[config.mk]
export PLATFORM = sky130hd
export DESIGN_NAME = fetch_queue
export DESIGN_NICKNAME = d
export VERILOG_FILES = /design/src/rtl/fetch_queue.sv
export SDC_FILE = /design/constraint.sdc
export NUM_CORES = 1
export LEC_CHECK = 0
export CAP_MARGIN = 0
export CORE_ASPECT_RATIO = 0.75
export CORE_UTILIZATION = 44
export CTS_CLUSTER_DIAMETER = 120
export DETAILED_ROUTE_END_ITERATION = 7
export PLACE_DENSITY = 0.67
export SLEW_MARGIN = 20
export SYNTH_ARGS = -nofsm -noshare
export SYNTH_HDL_FRONTEND = slang
export SYNTH_SLANG_ARGS = --single-unit
[constraint.sdc]
create_clock -name clk -period 4.68 [get_ports clk]
set_clock_uncertainty 0.1 [all_clocks]
set_input_delay 0.936 -clock clk [delete_from_list [all_inputs] [get_ports clk]]
set_output_delay 0.936 -clock clk [all_outputs]
set_load 0.05 [all_outputs]
[src/rtl/fetch_queue.sv]
// Instruction fetch stage: drives a RAM read port, buffers returned words with their
// PCs, handles redirects and flushes on stores that hit prefetched addresses.
module fetch_queue #(
  parameter int             AW       = 12,
  parameter int             DW       = 16,
  parameter int             DEPTH    = 4,
  parameter logic [AW-1:0]  RESET_PC = '0
) (
  input  logic          clk,
  input  logic          rst,
  output logic [AW-1:0] mem_addr,
  input  logic [DW-1:0] mem_data,
  input  logic          mem_wr_en,
  input  logic [AW-1:0] mem_wr_addr,
  input  logic          redirect,
  input  logic [AW-1:0] redirect_pc,
  output logic [DW-1:0] instr,
  output logic [AW-1:0] instr_pc,
  output logic          instr_valid,
  input  logic          instr_ready
);

  localparam int            PW      = $clog2(DEPTH);
  localparam int            CW      = PW + 1;
  localparam logic [CW:0]   DEPTH_L = (CW+1)'(DEPTH);

  logic [AW-1:0] fpc_q, fpc_d;
  logic          inf_q, inf_d;
  logic [AW-1:0] inf_pc_q, inf_pc_d;
  logic [PW-1:0] head_q, head_d, tail_q, tail_d;
  logic [CW-1:0] count_q, count_d;
  logic [DW-1:0] word_q [DEPTH];
  logic [AW-1:0] pc_q   [DEPTH];

  logic          pop, push, issue_ok, snoop_hit;
  logic [CW:0]   used;
  logic [AW-1:0] restart_pc;

  assign instr_valid = (count_q != '0);
  assign pop         = instr_valid && instr_ready;
  assign instr       = instr_valid ? word_q[head_q] : '0;
  assign instr_pc    = instr_valid ? pc_q[head_q]   : '0;
  assign mem_addr    = fpc_q;

  // Credit: entries held plus the word in flight, minus the one leaving this cycle.
  assign used     = {1'b0, count_q} + {{CW{1'b0}}, inf_q} - {{CW{1'b0}}, pop};
  assign issue_ok = (used < DEPTH_L);

  always_comb begin
    snoop_hit = 1'b0;
    if (mem_wr_en) begin
      for (int k = 0; k < DEPTH; k++) begin
        if ((CW'(k) < count_q) && !(k == 0 && pop) &&
            (pc_q[head_q + PW'(k)] == mem_wr_addr))
          snoop_hit = 1'b1;
      end
      if (inf_q && (inf_pc_q == mem_wr_addr))
        snoop_hit = 1'b1;
      if (issue_ok && (fpc_q == mem_wr_addr))
        snoop_hit = 1'b1;
    end
  end

  // Oldest PC not yet handed to the decoder; fetch resumes here after a snoop flush.
  always_comb begin
    if (instr_valid && !pop)
      restart_pc = pc_q[head_q];
    else if (pop && (count_q > CW'(1)))
      restart_pc = pc_q[head_q + PW'(1)];
    else if (inf_q)
      restart_pc = inf_pc_q;
    else
      restart_pc = fpc_q;
  end

  always_comb begin
    fpc_d    = fpc_q;
    inf_d    = 1'b0;
    inf_pc_d = inf_pc_q;
    head_d   = head_q;
    tail_d   = tail_q;
    count_d  = count_q;
    push     = 1'b0;
    if (redirect) begin
      fpc_d   = redirect_pc;
      head_d  = '0;
      tail_d  = '0;
      count_d = '0;
    end else if (snoop_hit) begin
      fpc_d   = restart_pc;
      head_d  = '0;
      tail_d  = '0;
      count_d = '0;
    end else begin
      if (issue_ok) begin
        inf_d    = 1'b1;
        inf_pc_d = fpc_q;
        fpc_d    = fpc_q + AW'(1);
      end
      push = inf_q;
      if (push) tail_d = tail_q + PW'(1);
      if (pop)  head_d = head_q + PW'(1);
      count_d = count_q + CW'(push) - CW'(pop);
    end
  end

  always_ff @(posedge clk) begin
    if (rst) begin
      fpc_q   <= RESET_PC;
      inf_q   <= 1'b0;
      head_q  <= '0;
      tail_q  <= '0;
      count_q <= '0;
    end else begin
      fpc_q   <= fpc_d;
      inf_q   <= inf_d;
      head_q  <= head_d;
      tail_q  <= tail_d;
      count_q <= count_d;
    end
  end

  always_ff @(posedge clk) begin
    inf_pc_q <= inf_pc_d;
    if (push) begin
      word_q[tail_q] <= mem_data;
      pc_q[tail_q]   <= inf_pc_q;
    end
  end

endmodule

==> key figures <==
Run status
  – Outcome: complete, no violations

Drt
  – Antenna-violating nets left: 0
  – Vias: 5652
  – Vias/cell: 5.857
  – Iter 0 DRT Violations: 558
  – Drt first pass iters: 5
  – Drt wl/cell: 21.79 um
  – Drt drc: 0
  – Total Wirelength: 21.03 mm

Pwr
  – Pwr/cell area: 397.7 mW/mm2
  – Leak: 3.264 nW
  – VDD IR max: 0.2177 mV
  – Power Total: 3.959 mW

STA
  – PnR worst setup slack: 0.3197 ns
  – RSZ-0062 raised after global routing: no
  – Slew margin rel.: 0.4633
  – Final Hold Vio Count: 0
  – Minimum clock period: 4.360 ns
  – Least-Margin Pin Slew: 0.7847 ns
  – Fin. max-slew vios: 0
  – # setup viols final: 0
  – Max Freq: 0.2293 GHz
  – Final worst-path cycle share: 0.9317

Critical path
  – CP peak stage delay: 0.76 ns
  – Crit-path leading delay family: compound AO/OA/AOI/OAI gates
  – Crit-path most repeated cell: buf_4
  – Crit-path cells: buf_4 -> mux4_2 -> xnor2_1 -> nand2_1 -> a2111oi_0 -> buf_4 -> a31oi_1 -> a41oi_4 -> buf_4 -> mux2_4 -> o211a_1 -> a211oi_1
  – CP Buf/Inv Count: 3
  – CP Class: reg2reg
  – CP max stage cell: dfxtp_2
  – CP arrival: 4.59 ns
  – Setup crit end kind: flip-flop
  – Type of origin of the critical path: flip-flop
  – Peak fanout along the critical path: 23
  – Critical path required time: 4.91 ns

Cells and area
  – Final Instance Area: 0.009955 mm2
  – # nets final: 767
  – Antenna cell count: 0
  – Register Area: 0.004168 mm2
  – Area occupied by multi-input gates: 0.003749 mm2
  – Final cell count without fillers: 965
  – Share of layout cells above drive strength 1: 0.1591
  – Layout area overhead: 21.78%
  – Filler cells: 1481

Placement
  – Dpl hpwl: 15.17 mm
  – GP Congestion: 0.9160
  – Placed cell count: 934
  – Placed Area: 0.009373 mm2
  – I/O Buffers: 85
  – DP Worst Slack: -0.02509 ns

Clock network
  – CTS Root Cell: clkbuf_16
  – Clock Tree Buf Depth: 2
  – Inserted Clock Buffers: 17
  – Clk Latency, worst-skew pair: 0.42 ns
  – CTS tree: yes
  – Setup bufs post-CTS: 0
  – H-tree Lvls: 4
  – Hold Buf Count CTS: 0
  – Clk slew on worst S/H paths: 0.07 ns
  – Sink Count: 146
  – Resize count post-CTS: 0

Floorplan
  – Row count: 42
  – Core area: 0.01792 mm2
  – Die Width: 159.4 um
  – Die Height: 120.0 um
  – I/O Pins: 86
  – Starting Density: 0.4562
  – DIE AREA: 0.01913 mm2

Global routing
  – Initial antenna violation count: 0
  – Overflow after GRT: 0
  – GRT Total Usage: 0.2310
  – Largest net degree at the start of global routing: 39
  – First-pass GRT wire length: 32.88 mm
  – Vias in the first global route: 5646

Logic synthesis
  – Predominant post-synthesis flop cell: edfxtp_1
  – Synth area leaders: edfxtp_1 (46%), mux4_2 (11%), dfxtp_1 (5.4%), xnor2_1 (4.9%), xor2_1 (4.9%)
  – Ys async rst share: 0
  – Mapped Cells: 630
  – Yosys warning total: 0
  – Post-synth cell types: 56
  – Sequential share of the synthesized area: 0.5094
  – Cell taking the most area after synthesis: edfxtp_1
  – Net Count, Synth: 686
  – Post-Syn Area: 0.008174 mm2
  – Synthesized area per cell: 12.97 um2
  – FF+latch count, synth: 146
  – Count leader, synth: edfxtp_1
  – Post-synth EDFFs: 124
  – Synth top cells by count: edfxtp_1 (124), xnor2_1 (46), xor2_1 (46)
  – Yosys top cell area share: 0.4555

Min path
  – Min-delay worst type: reg2reg

Flow run
  – Max Cap Viol: 0
cells in the final DEF, fill, tap and decap left out, types with 5 or more instances in the layout:
cell type / count
nand4_1: 7
dfxtp_1: 19
o211ai_1: 9
and3_1: 10
a211oi_1: 6
xor2_1: 46
ha_1: 10
o21ai_0: 19
mux2_2: 9
a31oi_1: 6
edfxtp_1: 124
xnor2_1: 46
nor2b_1: 29
mux2i_1: 40
inv_1: 12
nor3_1: 5
nor4_1: 8
nand3_1: 11
mux4_2: 40
clkdlybuf4s50_1: 85
a21oi_1: 6
buf_12: 5
o21ai_1: 5
clkbuf_16: 17
nand2_1: 39
buf_4: 21
nor2_1: 30
stage by stage:
step / hold slack (ns) / util / setup TNS (ns)
final: 0.4526 / 0.5555 / 0
after global routing: 0.4705 / 0.5555 / 0
after CTS: 0.4571 / 0.5555 / 0
after detailed placement: 0.4473 / 0.5230 / -1.524
after global placement: 0.4308 / 0.5230 / 0
after floorplan: 0.4137 / - / 0
per-layer routing:
| layer | vias up | part of all wire | GRT usage |
|---|---|---|---|
| met5 | - | 0 | 0 |
| met4 | 0 | 0.013 | 0.05950 |
| met3 | 25 | 0.079 | 0.05807 |
| met2 | 247 | 0.46 | 0.3509 |
| met1 | 2849 | 0.45 | 0.3304 |
| li1 | 2531 | - | - |
power by group:
group,switching (mW),internal [mW]
Sequential,0.133,1.53
Clock,0.562,0.794
Combinational,0.569,0.367
path summary, 6_finish.rpt:
| path | startpoint | endpoint | slack [ns] | cells past startpoint |
|---|---|---|---|---|
| max | head_q[0]$_SDFFE_PP0N_ | mem_addr[10]$_SDFFE_PP0P_ | 0.32 | 12 |
| min | mem_addr[11]$_SDFFE_PP0P_ | inf_pc_q[11]$_DFFE_PP_ | 0.45 | 0 |
| max reg2reg | head_q[0]$_SDFFE_PP0N_ | mem_addr[10]$_SDFFE_PP0P_ | 0.32 | 12 |
| min reg2reg | mem_addr[11]$_SDFFE_PP0P_ | inf_pc_q[11]$_DFFE_PP_ | 0.45 | 0 |
cell type report:
cell class              instances  area share
well taps                     242     0.03042
inverters                      12    0.004525
flip-flops and latches        146      0.4187
clock buffers                  18     0.04311
clock inverters                13     0.01533
repair buffers                111      0.1114
multi-input cells             423      0.3766
cells by family after synthesis:
kind of cell | share of synthesized area
xor+xnor | 0.09858
mux | 0.1826
simple gates | 0.09735
fa+ha+maj | 0.01776
buf+inv | 0.03260
compound gates | 0.06169
flops | 0.5094
state kept, by name, summed over array words and instances, names as in the netlist, named ones only:
register	cells
word_q	64
pc_q	48
inf_pc_q	12
mem_addr	12
count_q	3
head_q	2
tail_q	2
inf_q	1
(Power assumes the default switching activity.)
